**config.mk**
```make
export PLATFORM = sky130hd
export DESIGN_NAME = xy_input_buffer
export DESIGN_NICKNAME = d
export VERILOG_FILES = /design/src/rtl/xy_input_buffer_pkg.sv /design/src/rtl/xy_route_compute.sv /design/src/rtl/xy_input_buffer.sv
export SDC_FILE = /design/constraint.sdc
export NUM_CORES = 1
export LEC_CHECK = 0
export CORE_MARGIN = 2
export CORE_UTILIZATION = 50
export DETAILED_ROUTE_END_ITERATION = 6
export GPL_ROUTABILITY_DRIVEN = 0
export GPL_TIMING_DRIVEN = 0
export PLACE_DENSITY = 0.75
export SLEW_MARGIN = 15
export SYNTH_ARGS = -nofsm -noshare
export SYNTH_HDL_FRONTEND = slang
export SYNTH_SLANG_ARGS = --single-unit
```
**constraint.sdc**
```tcl
create_clock -name clk_i -period 5.9 [get_ports clk_i]
set_clock_uncertainty 0.05 [all_clocks]
set_input_delay 1.18 -clock clk_i [delete_from_list [all_inputs] [get_ports clk_i]]
set_output_delay 1.18 -clock clk_i [all_outputs]
set_load 0.01 [all_outputs]
```
**src/rtl/xy_input_buffer_pkg.sv**
```systemverilog
// Shared mesh-switch definitions: direction encoding and one-hot helper used by the
// input buffers, packet arbiters and crossbar.
package xy_input_buffer_pkg;

  localparam int unsigned N_DIRS = 5;

  typedef enum logic [2:0] {
    DIR_RESOURCE = 3'd0,
    DIR_WEST     = 3'd1,
    DIR_EAST     = 3'd2,
    DIR_NORTH    = 3'd3,
    DIR_SOUTH    = 3'd4
  } dir_e;

  function automatic logic [N_DIRS-1:0] dir_onehot(input dir_e dir);
    return N_DIRS'(1) << dir;
  endfunction

endpackage

```
**src/rtl/xy_route_compute.sv**
```systemverilog
// Combinational XY route: resolve the column first, then the row, else deliver locally.
module xy_route_compute
  import xy_input_buffer_pkg::*;
#(
  parameter int unsigned X_ID       = 0,
  parameter int unsigned Y_ID       = 0,
  parameter int unsigned COL_ADDR_W = 2,
  parameter int unsigned ROW_ADDR_W = 2
) (
  input  logic [COL_ADDR_W-1:0] dst_x_i,
  input  logic [ROW_ADDR_W-1:0] dst_y_i,
  output logic [N_DIRS-1:0]     route_c_o
);

  localparam logic [COL_ADDR_W-1:0] MY_X = COL_ADDR_W'(X_ID);
  localparam logic [ROW_ADDR_W-1:0] MY_Y = ROW_ADDR_W'(Y_ID);

  dir_e dir_c;

  always_comb begin
    dir_c = DIR_RESOURCE;
    if (dst_x_i > MY_X) begin
      dir_c = DIR_EAST;
    end else if (dst_x_i < MY_X) begin
      dir_c = DIR_WEST;
    end else if (dst_y_i < MY_Y) begin
      dir_c = DIR_NORTH;
    end else if (dst_y_i > MY_Y) begin
      dir_c = DIR_SOUTH;
    end
    route_c_o = dir_onehot(dir_c);
  end

endmodule

```
**src/rtl/xy_input_buffer.sv**
```systemverilog
// Per-input-port FWFT packet FIFO that XY-routes its head packet into a one-hot
// output-direction request and pops on the crossbar grant.
module xy_input_buffer
  import xy_input_buffer_pkg::*;
#(
  parameter int unsigned X_ID       = 0,
  parameter int unsigned Y_ID       = 0,
  parameter int unsigned COL_ADDR_W = 2,
  parameter int unsigned ROW_ADDR_W = 2,
  parameter int unsigned DATA_W     = 8,
  parameter int unsigned FIFO_DEPTH = 4,
  localparam int unsigned PACKET_W  = COL_ADDR_W + ROW_ADDR_W + DATA_W
) (
  input  logic                clk_i,
  input  logic                rst_i,
  input  logic [PACKET_W-1:0] data_i,
  input  logic                wr_en_i,
  output logic                full_o,
  output logic                drop_o,
  output logic [PACKET_W-1:0] data_o,
  output logic [N_DIRS-1:0]   vld_o,
  input  logic                rd_en_i,
  output logic                empty_o
);

  localparam int unsigned PTR_W     = $clog2(FIFO_DEPTH);
  localparam int unsigned CNT_W     = PTR_W + 1;
  localparam int unsigned DST_Y_LSB = DATA_W;
  localparam int unsigned DST_X_LSB = DATA_W + ROW_ADDR_W;

  logic [PACKET_W-1:0] mem_q [FIFO_DEPTH];
  logic [PTR_W-1:0]    wr_ptr_q, wr_ptr_d;
  logic [PTR_W-1:0]    rd_ptr_q, rd_ptr_d;
  logic [CNT_W-1:0]    count_q, count_d;
  logic                drop_q, drop_d;

  logic                push_c;
  logic                pop_c;
  logic [PACKET_W-1:0] head_c;
  logic [N_DIRS-1:0]   route_c;

  // Status decodes only from the registered count, keeping full/empty free of input paths.
  assign full_o  = (count_q == CNT_W'(FIFO_DEPTH));
  assign empty_o = (count_q == CNT_W'(0));

  always_comb begin
    push_c   = wr_en_i && !full_o;
    pop_c    = rd_en_i && !empty_o;
    wr_ptr_d = wr_ptr_q + PTR_W'(push_c);
    rd_ptr_d = rd_ptr_q + PTR_W'(pop_c);
    count_d  = count_q;
    drop_d   = wr_en_i && full_o;
    case ({push_c, pop_c})
      2'b10:   count_d = count_q + CNT_W'(1);
      2'b01:   count_d = count_q - CNT_W'(1);
      default: count_d = count_q;
    endcase
  end

  always_ff @(posedge clk_i) begin
    if (rst_i) begin
      wr_ptr_q <= '0;
      rd_ptr_q <= '0;
      count_q  <= '0;
      drop_q   <= 1'b0;
    end else begin
      wr_ptr_q <= wr_ptr_d;
      rd_ptr_q <= rd_ptr_d;
      count_q  <= count_d;
      drop_q   <= drop_d;
    end
  end

  // Storage is intentionally left unreset; emptiness gates everything read from it.
  always_ff @(posedge clk_i) begin
    if (!rst_i && push_c) begin
      mem_q[wr_ptr_q] <= data_i;
    end
  end

  assign head_c = mem_q[rd_ptr_q];

  xy_route_compute #(
    .X_ID      (X_ID),
    .Y_ID      (Y_ID),
    .COL_ADDR_W(COL_ADDR_W),
    .ROW_ADDR_W(ROW_ADDR_W)
  ) u_route (
    .dst_x_i  (head_c[DST_X_LSB +: COL_ADDR_W]),
    .dst_y_i  (head_c[DST_Y_LSB +: ROW_ADDR_W]),
    .route_c_o(route_c)
  );

  assign data_o = empty_o ? '0 : head_c;
  assign vld_o  = empty_o ? '0 : route_c;
  assign drop_o = drop_q;

endmodule
```
==> impl_metrics.ini, run 1 <==
[status]
status = finished clean

[floorplanning]
rows = 24
die_h_microns = 72.2
coreArea_sq_um = 4410
start_util = 0.526
ioPinCount = 36
die_w_microns = 72.2
dieArea_sq_um = 5210

[timing]
finalCritPeriodShare = 0.614
worst_slack_ns = 2.28
tightestPinTransition_ns = 0.944
hold_slack_ns = 0.478
final_max_slew_viol_count = 0
setup_tns_ns = 0
hold_viol = 0
min_period_ns = 3.62
setup_viol = 0
fmaxAchievable_mhz = 276
maxSlewHeadroom = 0.366
rsz0062_at_grt = no

[routing]
first_pass_iters = 4
met1_length_microns = 1680
detail-route-antenna-nets = 0
drt_wl_total_microns = 3930
vias = 1258
drc = 0
drt-initial-drc-count = 53
viasPerCell = 5.40
route.met3.wl_microns = 143
wl_per_cell_microns = 16.8
wl_met2_microns = 2040
maxUsedRoutingLayer = met4

[finish]
layout-drive-gt1-share = 0.210
seqCellArea_sq_um = 1600
nNetsFinal = 200
fillers = 303
multi_input_area_sq_um = 694
area_growth_pct = 23.7
diodes = 0
layout_commonest_cell = edfxtp_1
final_cell_mix = 48 x edfxtp_1, 33 x clkdlybuf4s50_1, 15 x nor2b_1, 12 x mux4_2, 10 x nor2_1

[placed_design]
port_buffers = 33
dp_hpwl_microns = 2890
dp_slack_ns = 2.24

[logic_synthesis]
synth-warning-count = 0
ys_ff_latch = 56
synth.distinct_cells = 30
ys_seq_area_frac = 0.690
syn_inst = 134
syn_avg_cell_area_sq_um = 17.3
netlist_area_sq_um = 2320

[grt]
antenna_found_initial = 0
grt_max_degree = 18
grt_pass1_wl_microns = 6620
grt.total_usage = 0.173
grt_remaining_overflow = 0
grt_pass1_vias = 1322

[worst_setup_path]
critPathMaxFanout = 10
cp.arrival_ns = 2.39
r2r-end = count_q[2]
critPathCaptureType = output pin
reg2reg_slack_ns = 3.44
r2r-start = count_q[1]
worstRegToRegCells = 8
critPathKind = reg2out
cp.required_ns = 4.67
start_kind = flip-flop

[clock_network]
cts_buffers = 5
cts_tree = done
cts_resized = 0
clk_latency_ns = 0.31
cts-root-buf = clkbuf_8
cts.sinks = 56
postCtsSetupBuffers = 0
postCtsHoldBufs = 0
clkSlewWorstSetupHoldPaths_ns = 0.09
clockBufferDepth = 2
htreeDepth = 2

[worst_hold_path]
min_to = count_q[2]
hold_depth = 2
min_path_type = reg2reg
hp-start = count_q[2]

[pwr]
p_leak_uw = 0.000953
power_density_nw_per_um2 = 382
ir_worst_vdd_mv = 0.219
p_total_uw = 1100

[flow_run]
max_cap_viol_count = 0
[per-stage QoR]
stage | instance area [sq um] | cells | utilization
3_3_place_gp | 2720 | 220 | 0.616
6_report | 2870 | 233 | 0.651
3_5_place_dp | 2790 | 225 | 0.631
2_1_floorplan | 2330 | 135 | -
5_1_grt | 2870 | 233 | 0.651
4_1_cts | 2870 | 233 | 0.651
[flip-flops by register name (all words and copies together) (netlist names)]
name	count
drop_o	1
count_q	3
wr_ptr_q	2
mem_q	48
rd_ptr_q	2
[report_power, final]
group | total (uW) | switching, uW | internal, uW
Clock | 202 | 119 | 83.1
Combinational | 416 | 186 | 230
Sequential | 480 | 17.6 | 463
Total | 1100 | 322 | 776
[logic make-up after synthesis]
kind of cell	synth area share
DFF	0.690
AOI/OAI and AO/OA	0.0119
muxes	0.136
buffers and inverters	0.0275
adders and majority gates	0.0248
other	0.00161
and+or+nand+nor	0.0932
xor gates and xnor gates	0.0151
[Yosys cell counts, drive strengths merged]
cell type   n  area [sq um]
a21boi      1          7.51
a21oi       3          15.0
and2        1          6.26
buf         7          48.8
conb        1          3.75
dfxtp       8           160
edfxtp     48          1440
fa          1          20.0
ha          3          37.5
inv         4          15.0
mux2        2          26.3
mux2i       2          20.0
mux4       12           270
nand2       2          7.51
nand2b      1          6.26
nand4b      1          8.76
nor2       10          37.5
nor2b      15          93.8
nor3        1          5.00
nor4        1          6.26
nor4b       2          17.5
nor4bb      1          10.0
o21ai       1          5.00
or3         1          6.26
or4         1          11.3
xnor2       2          17.5
xor2        2          17.5
[cell type report]
type | instances | share of cell area
plain buffers | 7 | 0.0170
clock buffers | 5 | 0.0240
clock inverters | 3 | 0.00610
inverters | 4 | 0.00523
multi-input cells | 68 | 0.242
flip-flops and latches | 56 | 0.557
well taps | 52 | 0.0226
repair buffers | 38 | 0.126
[worst max-delay path, cell delays in order, from the launching register on]
cell             delay [ns]
dfxtp_1                0.36
nor3_1                 0.77
buf_2                  0.38
clkdlybuf4s50_1        0.57
[worst max-delay path by stage]
stage	from	end	slack (ns)	depth (start not counted)
global placement	rst_i	mem_q[1][7]	1.11	3
CTS	count_q[1]	empty_o	2.25	3
detailed placement	rst_i	mem_q[2][7]	2.24	4
global route	count_q[1]	empty_o	2.11	3
floorplan	rst_i	mem_q[1][0]	2.71	2
finish	count_q[1]	empty_o	2.28	3
[layer usage]
| layer | track usage | vias to the layer above |
|---|---|---|
| met1 | 0.220 | 626 |
| met2 | 0.286 | 32 |
| met3 | 0.0347 | 7 |
| met5 | 0 | - |
| li1 | - | 593 |
| met4 | 0.0797 | 0 |
(Power assumes the default switching activity.)
==> run 2, diff against run 1 <==
==> constraint.sdc (replaced) <==
create_clock -name clk_i -period 3.5 [get_ports clk_i]
set_clock_uncertainty 0.05 [all_clocks]
set_input_delay 0.7 -clock clk_i [delete_from_list [all_inputs] [get_ports clk_i]]
set_output_delay 0.7 -clock clk_i [all_outputs]
set_load 0.01 [all_outputs]
==> results of run 2 <==
The final DEF is identical to that of run 1. Status: finished clean.
Main changes from that run: setup slack after placement 2.24 ns -> 0.321 ns; setup slack after layout 2.28 ns -> 0.358 ns; register-to-register setup slack 3.44 ns -> 1.04 ns; total power 1100 uW -> 1850 uW; worst IR drop on VDD 0.219 mV -> 0.369 mV
